[config.mk]
export PLATFORM = sky130hd
export DESIGN_NAME = orb_ram_wr_arbiter_flat
export DESIGN_NICKNAME = d
export VERILOG_FILES = /design/src/rtl/orb_pkg.sv /design/src/rtl/orb_ram_wr_arbiter_if.sv /design/src/rtl/orb_req_slot.sv /design/src/rtl/orb_ram_wr_arbiter.sv /design/src/flat_wrapper.sv
export SDC_FILE = /design/constraint.sdc
export NUM_CORES = 1
export LEC_CHECK = 0
export ABC_AREA = 1
export BUFFER_PORTS_ARGS = -buffer_cell sky130_fd_sc_hd__buf_2
export CAP_MARGIN = 20
export CORE_ASPECT_RATIO = 1.1
export CORE_UTILIZATION = 40
export CTS_CLUSTER_SIZE = 28
export DETAILED_ROUTE_END_ITERATION = 12
export GPL_TIMING_DRIVEN = 0
export PLACE_DENSITY_LB_ADDON = 0.25
export RECOVER_POWER = 50
export SETUP_SLACK_MARGIN = 0.15
export SYNTH_ARGS = -nofsm -noshare
export SYNTH_HDL_FRONTEND = slang
export SYNTH_SLANG_ARGS = --single-unit
[constraint.sdc]
create_clock -name clk -period 4.4 [get_ports clk]
set_clock_uncertainty 0.2 [all_clocks]
set_input_delay 0.22 -clock clk [delete_from_list [all_inputs] [get_ports clk]]
set_output_delay 0.22 -clock clk [all_outputs]
set_load 0.05 [all_outputs]
[src/rtl/orb_pkg.sv]
// orb_pkg: shared constants, arbiter state type and round-robin pick helper
// for the orbital-frame RAM write path.
package orb_pkg;

   localparam int unsigned ORB_DW      = 12;
   localparam int unsigned ORB_AW      = 11;
   localparam int unsigned ORB_MAX_REQ = 8;

   typedef enum logic {
      ARB_IDLE,
      ARB_WRITE
   } arb_state_t;

   // First set bit of pend scanning p, p+1, ... mod n. Returns p if none set.
   function automatic logic [2:0] rr_pick(input logic [7:0] pend,
                                          input logic [2:0] p,
                                          input int unsigned n);
      logic [2:0]  win;
      logic        found;
      int unsigned j;
      win   = p;
      found = 1'b0;
      for (int unsigned k = 0; k < ORB_MAX_REQ; k++) begin
         j = (32'(p) + k) % n;
         if (!found && (k < n) && pend[j[2:0]]) begin
            win   = j[2:0];
            found = 1'b1;
         end
      end
      return win;
   endfunction

endpackage

[src/rtl/orb_ram_wr_arbiter_if.sv]
// orb_ram_wr_arbiter_if: packer request bus and RAM write-port bus.
//  slave  : arbiter side (takes requests, drives RAM port, grant, busy, ovf)
//  master : packer/environment side
//  drop_cnt is present only when ORB_ARB_DROP_CNT_EN is defined.
interface orb_ram_wr_arbiter_if #(
   parameter int unsigned N_REQ = 4,
   parameter int unsigned DW    = 12,
   parameter int unsigned AW    = 11
);
   logic [N_REQ-1:0]    req_we;
   logic [N_REQ*AW-1:0] req_addr;
   logic [N_REQ*DW-1:0] req_data;
   logic                clr_ovf;
   logic                ram_we;
   logic [AW-1:0]       ram_addr;
   logic [DW-1:0]       ram_data;
   logic [N_REQ-1:0]    grant;
   logic                busy;
   logic [N_REQ-1:0]    ovf;
`ifdef ORB_ARB_DROP_CNT_EN
   logic [15:0]         drop_cnt;
`endif

   modport slave (
      input  req_we, req_addr, req_data, clr_ovf,
      output ram_we, ram_addr, ram_data, grant, busy, ovf
`ifdef ORB_ARB_DROP_CNT_EN
      , output drop_cnt
`endif
   );

   modport master (
      output req_we, req_addr, req_data, clr_ovf,
      input  ram_we, ram_addr, ram_data, grant, busy, ovf
`ifdef ORB_ARB_DROP_CNT_EN
      , input drop_cnt
`endif
   );

endinterface

[src/rtl/orb_req_slot.sv]
// orb_req_slot: one requester's capture slot.
//  Ports: clk, rst (sync, active-high); req_we level, addr, data from the packer;
//  done = this slot's grant (last write cycle); clr_ovf clears the ovf flag.
//  Outputs: slot_addr/slot_data (held word), pend, ovf (sticky), drop_c (this-cycle drop).
module orb_req_slot
   import orb_pkg::*;
#(
   parameter int unsigned DW = ORB_DW,
   parameter int unsigned AW = ORB_AW
) (
   input  logic          clk,
   input  logic          rst,
   input  logic          req_we,
   input  logic [AW-1:0] addr,
   input  logic [DW-1:0] data,
   input  logic          done,
   input  logic          clr_ovf,
   output logic [AW-1:0] slot_addr,
   output logic [DW-1:0] slot_data,
   output logic          pend,
   output logic          ovf,
   output logic          drop_c
);

   logic prev;
   logic rise_c;

   assign rise_c = req_we & ~prev;
   // A completing slot frees itself this edge, so a coincident rise refills it.
   assign drop_c = rise_c & pend & ~done;

   // Edge history, slot contents, pending and overflow flags.
   always_ff @(posedge clk) begin
      if (rst) begin
         prev      <= 1'b0;
         pend      <= 1'b0;
         ovf       <= 1'b0;
         slot_addr <= '0;
         slot_data <= '0;
      end else begin
         prev <= req_we;
         if (rise_c && (!pend || done)) begin
            slot_addr <= addr;
            slot_data <= data;
            pend      <= 1'b1;
         end else if (done) begin
            pend <= 1'b0;
         end
         // A new drop wins over a same-cycle clear.
         if (drop_c) begin
            ovf <= 1'b1;
         end else if (clr_ovf) begin
            ovf <= 1'b0;
         end
      end
   end

endmodule

[src/rtl/orb_ram_wr_arbiter.sv]
// orb_ram_wr_arbiter: round-robin sharing of the frame RAM write port among
// N_REQ word packers. Each request is captured in a slot and replayed as a
// WR_CYC-cycle ram_we pulse; back-to-back writes keep ram_we high.
//  Ports: clk, rst (sync, active-high); bus (slave modport) carrying
//  req_we/req_addr/req_data/clr_ovf in and ram_we/ram_addr/ram_data/grant/busy/ovf out.
//  Optional: ORB_ARB_DROP_CNT_EN adds bus.drop_cnt, a saturating count of dropped captures.
module orb_ram_wr_arbiter
   import orb_pkg::*;
#(
   parameter int unsigned N_REQ  = 4,
   parameter int unsigned DW     = ORB_DW,
   parameter int unsigned AW     = ORB_AW,
   parameter int unsigned WR_CYC = 2
) (
   input logic             clk,
   input logic             rst,
   orb_ram_wr_arbiter_if.slave bus
);

   localparam int unsigned IW = $clog2(N_REQ);
   localparam int unsigned CW = $clog2(WR_CYC + 1);

   logic [N_REQ-1:0] pend;
   logic [N_REQ-1:0] ovf;
   logic [N_REQ-1:0] drop_c;
   logic [AW-1:0]    slot_addr [N_REQ];
   logic [DW-1:0]    slot_data [N_REQ];

   arb_state_t       state;
   logic [IW-1:0]    p;
   logic [IW-1:0]    w;
   logic [CW-1:0]    cnt;
   logic             ram_we;
   logic [AW-1:0]    ram_addr;
   logic [DW-1:0]    ram_data;
   logic [N_REQ-1:0] grant;
   logic             busy;

   logic [IW-1:0]    nxt_ptr_c;
   logic [N_REQ-1:0] pend_rest_c;
   logic [IW-1:0]    win_idle_c;
   logic [IW-1:0]    win_next_c;
   logic             last_c;

   // Per-requester capture slots; grant doubles as the slot's completion strobe.
   for (genvar gi = 0; gi < N_REQ; gi++) begin : g_slot
      orb_req_slot #(.DW(DW), .AW(AW)) u_slot (
         .clk       (clk),
         .rst       (rst),
         .req_we    (bus.req_we[gi]),
         .addr      (bus.req_addr[gi*AW +: AW]),
         .data      (bus.req_data[gi*DW +: DW]),
         .done      (grant[gi]),
         .clr_ovf   (bus.clr_ovf),
         .slot_addr (slot_addr[gi]),
         .slot_data (slot_data[gi]),
         .pend      (pend[gi]),
         .ovf       (ovf[gi]),
         .drop_c    (drop_c[gi])
      );
   end

   // Winner selection: fresh pick in IDLE, and the follow-on pick at the end of
   // a write, which excludes the slot being retired this cycle.
   always_comb begin
      nxt_ptr_c   = (w == IW'(N_REQ - 1)) ? '0 : w + IW'(1);
      pend_rest_c = pend & ~grant;
      win_idle_c  = IW'(rr_pick(8'(pend), 3'(p), N_REQ));
      win_next_c  = IW'(rr_pick(8'(pend_rest_c), 3'(nxt_ptr_c), N_REQ));
      last_c      = (cnt == CW'(WR_CYC));
   end

   // Arbiter FSM with registered RAM port, grant and busy.
   always_ff @(posedge clk) begin
      if (rst) begin
         state    <= ARB_IDLE;
         p        <= '0;
         w        <= '0;
         cnt      <= '0;
         ram_we   <= 1'b0;
         ram_addr <= '0;
         ram_data <= '0;
         grant    <= '0;
         busy     <= 1'b0;
      end else begin
         grant <= '0;
         case (state)
            ARB_IDLE: begin
               if (|pend) begin
                  w        <= win_idle_c;
                  ram_addr <= slot_addr[win_idle_c];
                  ram_data <= slot_data[win_idle_c];
                  ram_we   <= 1'b1;
                  busy     <= 1'b1;
                  cnt      <= CW'(1);
                  state    <= ARB_WRITE;
                  if (WR_CYC == 1) grant <= N_REQ'(1) << win_idle_c;
               end
            end
            ARB_WRITE: begin
               if (last_c) begin
                  p <= nxt_ptr_c;
                  if (|pend_rest_c) begin
                     // Back-to-back: ram_we stays high, address/data switch here.
                     w        <= win_next_c;
                     ram_addr <= slot_addr[win_next_c];
                     ram_data <= slot_data[win_next_c];
                     cnt      <= CW'(1);
                     if (WR_CYC == 1) grant <= N_REQ'(1) << win_next_c;
                  end else begin
                     ram_we <= 1'b0;
                     busy   <= 1'b0;
                     cnt    <= '0;
                     state  <= ARB_IDLE;
                  end
               end else begin
                  cnt <= cnt + CW'(1);
                  // Grant is raised so it lines up with the final ram_we cycle.
                  if (cnt + CW'(1) == CW'(WR_CYC)) grant <= N_REQ'(1) << w;
               end
            end
            default: state <= ARB_IDLE;
         endcase
      end
   end

   assign bus.ram_we   = ram_we;
   assign bus.ram_addr = ram_addr;
   assign bus.ram_data = ram_data;
   assign bus.grant    = grant;
   assign bus.busy     = busy;
   assign bus.ovf      = ovf;

`ifdef ORB_ARB_DROP_CNT_EN
   logic [15:0] drop_cnt;
   logic [3:0]  drops_c;
   logic [16:0] sum_c;

   // Number of requesters dropping a capture this cycle.
   always_comb begin
      drops_c = '0;
      for (int i = 0; i < N_REQ; i++) begin
         drops_c = drops_c + 4'(drop_c[i]);
      end
      sum_c = 17'(drop_cnt) + 17'(drops_c);
   end

   // Saturating total; a clear keeps this cycle's drops.
   always_ff @(posedge clk) begin
      if (rst) begin
         drop_cnt <= '0;
      end else if (bus.clr_ovf) begin
         drop_cnt <= 16'(drops_c);
      end else begin
         drop_cnt <= sum_c[16] ? 16'hFFFF : sum_c[15:0];
      end
   end

   assign bus.drop_cnt = drop_cnt;
`else
   logic unused_drop_c;
   assign unused_drop_c = ^drop_c;
`endif

endmodule

[src/flat_wrapper.sv]
// flat-port wrapper written by rule: the top's interface ports become plain ports
module orb_ram_wr_arbiter_flat import orb_pkg::*;
#(
   parameter int unsigned N_REQ  = 4,
   parameter int unsigned DW     = ORB_DW,
   parameter int unsigned AW     = ORB_AW,
   parameter int unsigned WR_CYC = 2
)
  (clk, rst, bus_req_we, bus_req_addr, bus_req_data, bus_clr_ovf, bus_ram_we, bus_ram_addr, bus_ram_data, bus_grant, bus_busy, bus_ovf);
  orb_ram_wr_arbiter_if #(.N_REQ(N_REQ), .DW(DW), .AW(AW)) bus_i ();
  input logic clk;
  input logic rst;
  input wire logic [$bits(bus_i.req_we)-1:0] bus_req_we;
  input wire logic [$bits(bus_i.req_addr)-1:0] bus_req_addr;
  input wire logic [$bits(bus_i.req_data)-1:0] bus_req_data;
  input wire logic [$bits(bus_i.clr_ovf)-1:0] bus_clr_ovf;
  output wire logic [$bits(bus_i.ram_we)-1:0] bus_ram_we;
  output wire logic [$bits(bus_i.ram_addr)-1:0] bus_ram_addr;
  output wire logic [$bits(bus_i.ram_data)-1:0] bus_ram_data;
  output wire logic [$bits(bus_i.grant)-1:0] bus_grant;
  output wire logic [$bits(bus_i.busy)-1:0] bus_busy;
  output wire logic [$bits(bus_i.ovf)-1:0] bus_ovf;
  assign bus_i.req_we = bus_req_we;
  assign bus_i.req_addr = bus_req_addr;
  assign bus_i.req_data = bus_req_data;
  assign bus_i.clr_ovf = bus_clr_ovf;
  assign bus_ram_we = bus_i.ram_we;
  assign bus_ram_addr = bus_i.ram_addr;
  assign bus_ram_data = bus_i.ram_data;
  assign bus_grant = bus_i.grant;
  assign bus_busy = bus_i.busy;
  assign bus_ovf = bus_i.ovf;
  orb_ram_wr_arbiter #(.N_REQ(N_REQ), .DW(DW), .AW(AW), .WR_CYC(WR_CYC)) u_core (.clk(clk), .rst(rst), .bus(bus_i));
endmodule
# After elaboration in Yosys (flattened, before gate mapping)
# Index checks and enable logic that the tools add are counted.
# word_totals
ff_bits	139
input_bits	99
output_inout_bits	33
elab_cells	196
# classes
add_sub_neg	8
order_cmp	10
n_eq_ne	7
n_shift	1
n_mux	78
bitwise	26
reduce_logical	38
# ops
operator	count
12-bit 2-to-1 mux	7
11-bit 2-to-1 mux	7
12-bit binary-select mux with 2-bit select	2
11-bit binary-select mux with 2-bit select	2
1-bit 2-to-1 mux	34
2-bit by 4-bit < comparator with 1-bit output, second input constant	8
2-bit 2-to-1 mux	12
12-bit case mux with 2 select lines	1
11-bit case mux with 2 select lines	1
1-bit binary-select mux with 2-bit select	8
2-bit nonzero test	8
1-bit bitwise AND	12
4-bit OR reduction	3
1-bit logical AND	10
1-bit logical NOT	10
1-bit NOT	10
2-bit by 1-bit adder with 2-bit output, second input constant	4
2-bit adder, second input constant	4
2-bit case mux with 2 select lines	2
2-bit equality test, second input constant	3
3-bit greater-or-equal comparator, second input constant	2
2-bit != test, second input constant	3
2-bit NOT with 3-bit output	2
3-bit AND reduction	2
7 further kinds	11

# Logic depth before layout (Yosys ltp)
# depth
ltp_word	21
depth_mapped	18
ltp_nobuf	17

# By module
# A second synthesis with hierarchy kept.
# unflattened
hier_cells	1360
hier_area_um2	8391.8
# modules_own_cells
mod	n_inst	cells_each	area_each_um2	seq_area_each_um2
orb_req_slot	4	166	1163.6	520.5
orb_ram_wr_arbiter	1	696	3737.3	700.7

# Worst setup path before layout
# OpenSTA, ideal clock, no wires.
# synth_timing
path_kind	flip-flop to flip-flop
start	register u_core.w[0]
end	register u_core.ram_data[5], in the netlist u_core.bus.ram_data[5]
setup_time_ns	0.120
t_arrival_ns	2.062
required_time_ns	4.080
slack_ns	2.018
path_stages_with_launch	18
path_buffers	2
synth_period_minus_slack_ns	2.382
cell_sequence	dfxtp_1 > ha_1 > buf_2 > inv_1 > nand2_1 > nand2_2 > nand2_1 > nand2_2 > nand3_2 > nand2_2 > nand2_4 > nand2_4 > buf_2 > nand2_1 > nand2_1 > nand2_1 > nand3_1 > a21oi_1
# synth_via
elab_chain_len	21
word_cells_on_any_way	33
cone_classes	4 x add/sub; 1 x eq/ne; 21 x mux; 1 x bitwise; 6 x reduce/logical
# synth_lines
item	line	rtl
from (decl)	orb_ram_wr_arbiter.sv:31	logic [IW-1:0] w;
from (signal assigned)	orb_ram_wr_arbiter.sv:90	w <= win_idle_c;
from (signal assigned)	orb_ram_wr_arbiter.sv:105	w <= win_next_c;
2-bit by 1-bit adder with 2-bit output or 2-bit equality test (tied branches)	orb_ram_wr_arbiter.sv:66	nxt_ptr_c = (w == IW'(N_REQ - 1)) ? '0 : w + IW'(1);
2-bit 2-to-1 mux (*)	orb_ram_wr_arbiter.sv:66	
net u_core.nxt_ptr_c[1]	orb_ram_wr_arbiter.sv:39	logic [IW-1:0] nxt_ptr_c;
branches (longest 11 deep; another with 2-bit by 1-bit adder with 2-bit output)	--	
2-bit 2-to-1 mux (*)	orb_pkg.sv:25	if (!found && (k < n) && pend[j[2:0]]) begin
2-bit NOT with 3-bit output (implied by the code) (*)	orb_ram_wr_arbiter.sv:107	ram_data <= slot_data[win_next_c];
12-bit binary-select mux with 2-bit select (*)	orb_ram_wr_arbiter.sv:107	
12-bit 2-to-1 mux (implied by the code) (*) (2 in series)	orb_ram_wr_arbiter.sv:107	
12-bit 2-to-1 mux (*)	orb_ram_wr_arbiter.sv:103	if (|pend_rest_c) begin
12-bit 2-to-1 mux (*)	orb_ram_wr_arbiter.sv:101	if (last_c) begin
12-bit case mux with 2 select lines (*)	orb_ram_wr_arbiter.sv:87	case (state)
to (signal assigned)	orb_ram_wr_arbiter.sv:92	ram_data <= slot_data[win_idle_c];
to (signal assigned)	orb_ram_wr_arbiter.sv:107	
to (decl)	orb_ram_wr_arbiter.sv:35	logic [DW-1:0] ram_data;
# Mark *: on every way through the listed nets, which the timed path passes. The select of a mux whose other input is x is not followed.
# A chain may end at the register's enable or synchronous reset.

# Final worst setup path
# layout_timing
start	register u_core.w[0]
end	register u_core.ram_data[2], in the netlist u_core.bus.ram_data[2]
# Same word-level chain as after synthesis.

==> run metrics <==
status completed; Clock Power Share 27.9%; crit end category flop; multiplexer area fraction after synthesis 0%; Flop pwr share 28.5%; I/O pin cnt 132; setup violators final 0; layout cells sized above 1 14.2%; final hold viol count 0; routability cong. 0.940; relative slew slack 52.4%; Reg-to-Reg Start u_core.w[0]$_SDFFE_PP0P_; area share of and/or/nand/nor cells after synthesis 38.3%; GR Overflow Total 0; critical path class flop to flop; register bit total from synthesis 139; Syn Std Cell Area 7420 µm²; mean routed wirelength per cell 16.2 µm; Pins Over Slew Limit 0; Post-route DRC 0; nets 1,515; clock sink count 139; hold buffers post-CTS 98; Num CTS Buffers 17; worst setup path startpoint u_core.w[0]$_SDFFE_PP0P_; final worst-path cycle share 68.2%; synth warn 0; worst min path class flop to flop; initial core utilization 41.4%; Post-Syn Nets 1,268; Vias 8,674; maximum vdd drop 0.000342 V; Root Buffer clkbuf_16; initial antenna violation count 0; Detail Placement HPWL 19.6 mm; Post CTS Setup Buffer Count 0; Hold Startpoint u_core.g_slot[2].u_slot.ovf$_SDFFE_PP0P_; core box area 17,900 µm²; min cycle time layout 3.00 ns; vias in the first global route 8,351; post_cts resized 0; Crit path required time 4.52 ns; Worst-path clk slew 0.06 ns; CTS tree done; Gate Count Post-Synth 1,168; leak pwr 4.54 nW; Hold Path Depth 2; first-pass detailed-route iteration total 5; pwr/cell area 531 nW/µm²; xor and xnor area share after synthesis 0%; via/cell ratio 5.21; Power, Total 0.00526 W; antenna diode count 0; die height 145 µm; GRT Total Usage 29.1%; RSZ-0062 raised after global routing false; Site Rows 51; proportion of synthesized chip area in sequential cells 37.5%; port bufs 130; Die ar. 19,100 µm²; H-tree Lvls 4; FF-to-FF path depth 15; largest net degree at the start of global routing 17; CP arrival 3.12 ns; worst skew pair latency 0.43 ns; area grow syn2layout 33.4%; DRT Wirelength 27.0 mm; clock buffer depth 2; Syn Area/Cell 6.35 µm²; CP max FO 10; Netlist cell types 27; Worst Max-Slew Pin Slew 0.715 ns; Psw 0.00222 W; Worst Setup Start Kind flop; max-cap violations 0; initial DRC count 575; Setup TNS Final 0 ns; Highest Clock Rate 0.333 GHz; Internal 0.00303 W; adder-cell area share of the yosys netlist 0.169%; Synth Area in Compound Gates 14.7%; DRT antenna net count 0; Die Wd 132 µm; largest family of logic cells by synthesized area simple AND/OR/NAND/NOR gates; global-route wire length before repair 42.6 mm; switching part of the total 42.3%; Combinational Power Share 43.6%
worst max-delay path, stage by stage, from the launching register on:
cell and delay, ns:
dfxtp_1 0.52, ha_1 0.29, buf_2 0.16, inv_1 0.16, nand2_1 0.09, nand2_2 0.10
o21ai_1 0.09, nor2_2 0.13, nand2_2 0.11, inv_1 0.08, nand2_1 0.06, nand2_1 0.21
buf_2 0.29, nand3_1 0.19, nand3_1 0.12, a21oi_1 0.06
final timing paths:
path                                              endpoint  slack [ns]
hold reg to reg   u_core.g_slot[2].u_slot.ovf$_SDFFE_PP0P_        0.26
hold / removal    u_core.g_slot[2].u_slot.ovf$_SDFFE_PP0P_        0.26
setup / recovery       u_core.bus.ram_data[2]$_SDFFE_PP0P_        1.40
setup reg to reg       u_core.bus.ram_data[2]$_SDFFE_PP0P_        1.40
cell usage in the layout (no fill, tap or decap), drive strengths merged, types with 65 or more instances in the layout:
cell type / count
o21ai: 145
nor2: 193
nand2: 304
nand3: 143
clkbuf: 94
dfxtp: 139
inv: 65
buf: 143
dlygate4sd3: 98
a21oi: 71
power by group through the flow:
stage               clock, W  combinational, W  sequential, W
finish               0.00146           0.00229        0.00150
global route         0.00153           0.00251        0.00151
CTS                  0.00147           0.00226        0.00150
detailed placement         0           0.00219        0.00152
global placement           0           0.00215        0.00152
floorplan                  0           0.00141        0.00165
per-layer routing:
| metal | vias to the layer above | global-route usage [%] | wire (µm) |
|---|---|---|---|
| li1 | 4271 | - | - |
| met1 | 3959 | 32.6 | 11000 |
| met2 | 339 | 51.2 | 13000 |
| met3 | 105 | 4.81 | 1390 |
| met4 | 0 | 20.3 | 1640 |
| met5 | - | 0 | 0 |
stage by stage:
stage / setup slack (ns) / instance area, µm² / utilization (%) / hold slack [ns] / cells
4_1_cts: 1.42 / 9940 / 55.4 / 0.270 / 1664
3_5_place_dp: 1.44 / 8370 / 46.7 / 0.245 / 1536
2_1_floorplan: 2.02 / 7420 / - / 0.145 / 1168
3_3_place_gp: 1.52 / 8370 / 46.7 / 0.238 / 1536
6_report: 1.40 / 9900 / 55.2 / 0.263 / 1664
5_1_grt: 1.15 / 9900 / 55.2 / 0.283 / 1664
sequential cells by signal, indices dropped and copies added, names as in the netlist:
signal                          flops
u_core.cnt                          2
u_core.bus.ram_addr                11
u_core.w                            2
u_core.p                            2
u_core.bus.grant                    4
u_core.bus.busy                     1
u_core.state                        1
u_core.bus.ram_data                12
u_core.g_slot.u_slot.prev           4
u_core.g_slot.u_slot.ovf            4
u_core.g_slot.u_slot.slot_data     48
u_core.g_slot.u_slot.slot_addr     44
u_core.g_slot.u_slot.pend           4
cell usage after synthesis:
cell        n  area [µm²]
buf_2      23         115
a21oi_2     1        8.76
clkbuf_2    2        10.0
buf_1       4        15.0
o21ai_1     7        35.0
nor3_1      2        10.0
nand2_1   289        1080
nand3_2     9        90.1
inv_2       5        18.8
buf_6       5        56.3
clkinv_1    1        3.75
nor2_4      1        11.3
nand3_1   134         671
nand3b_1   16         120
a31oi_1     1        6.26
nand2_2    10        62.6
ha_1        1        12.5
nor2_1    191         717
nand2_4     5        56.3
clkbuf_1   36         135
o21ai_0   138         691
a21oi_1    70         350
dfxtp_1   139        2780
nor4_1      2        12.5
inv_1      60         225
buf_4      15         113
nor2_2      1        6.26
layout make-up:
cell class	instances	area, µm²
fillers	1802	8030
multi-input cells	878	3950
flip-flops and latches	139	2780
repair buffers	228	1590
clock buffers	22	474
plain buffers	85	444
well taps	238	298
inverters	66	248
clock inverters	8	118
kinds of logic after synthesis:
kind of cell               count (synthesis)
and+or+nand+nor                          660
buffers and inverters                    151
DFF                                      139
adders and majority gates                  1
AOI/OAI and AO/OA                        217
Note: power is estimated with default switching activity, not from simulation.
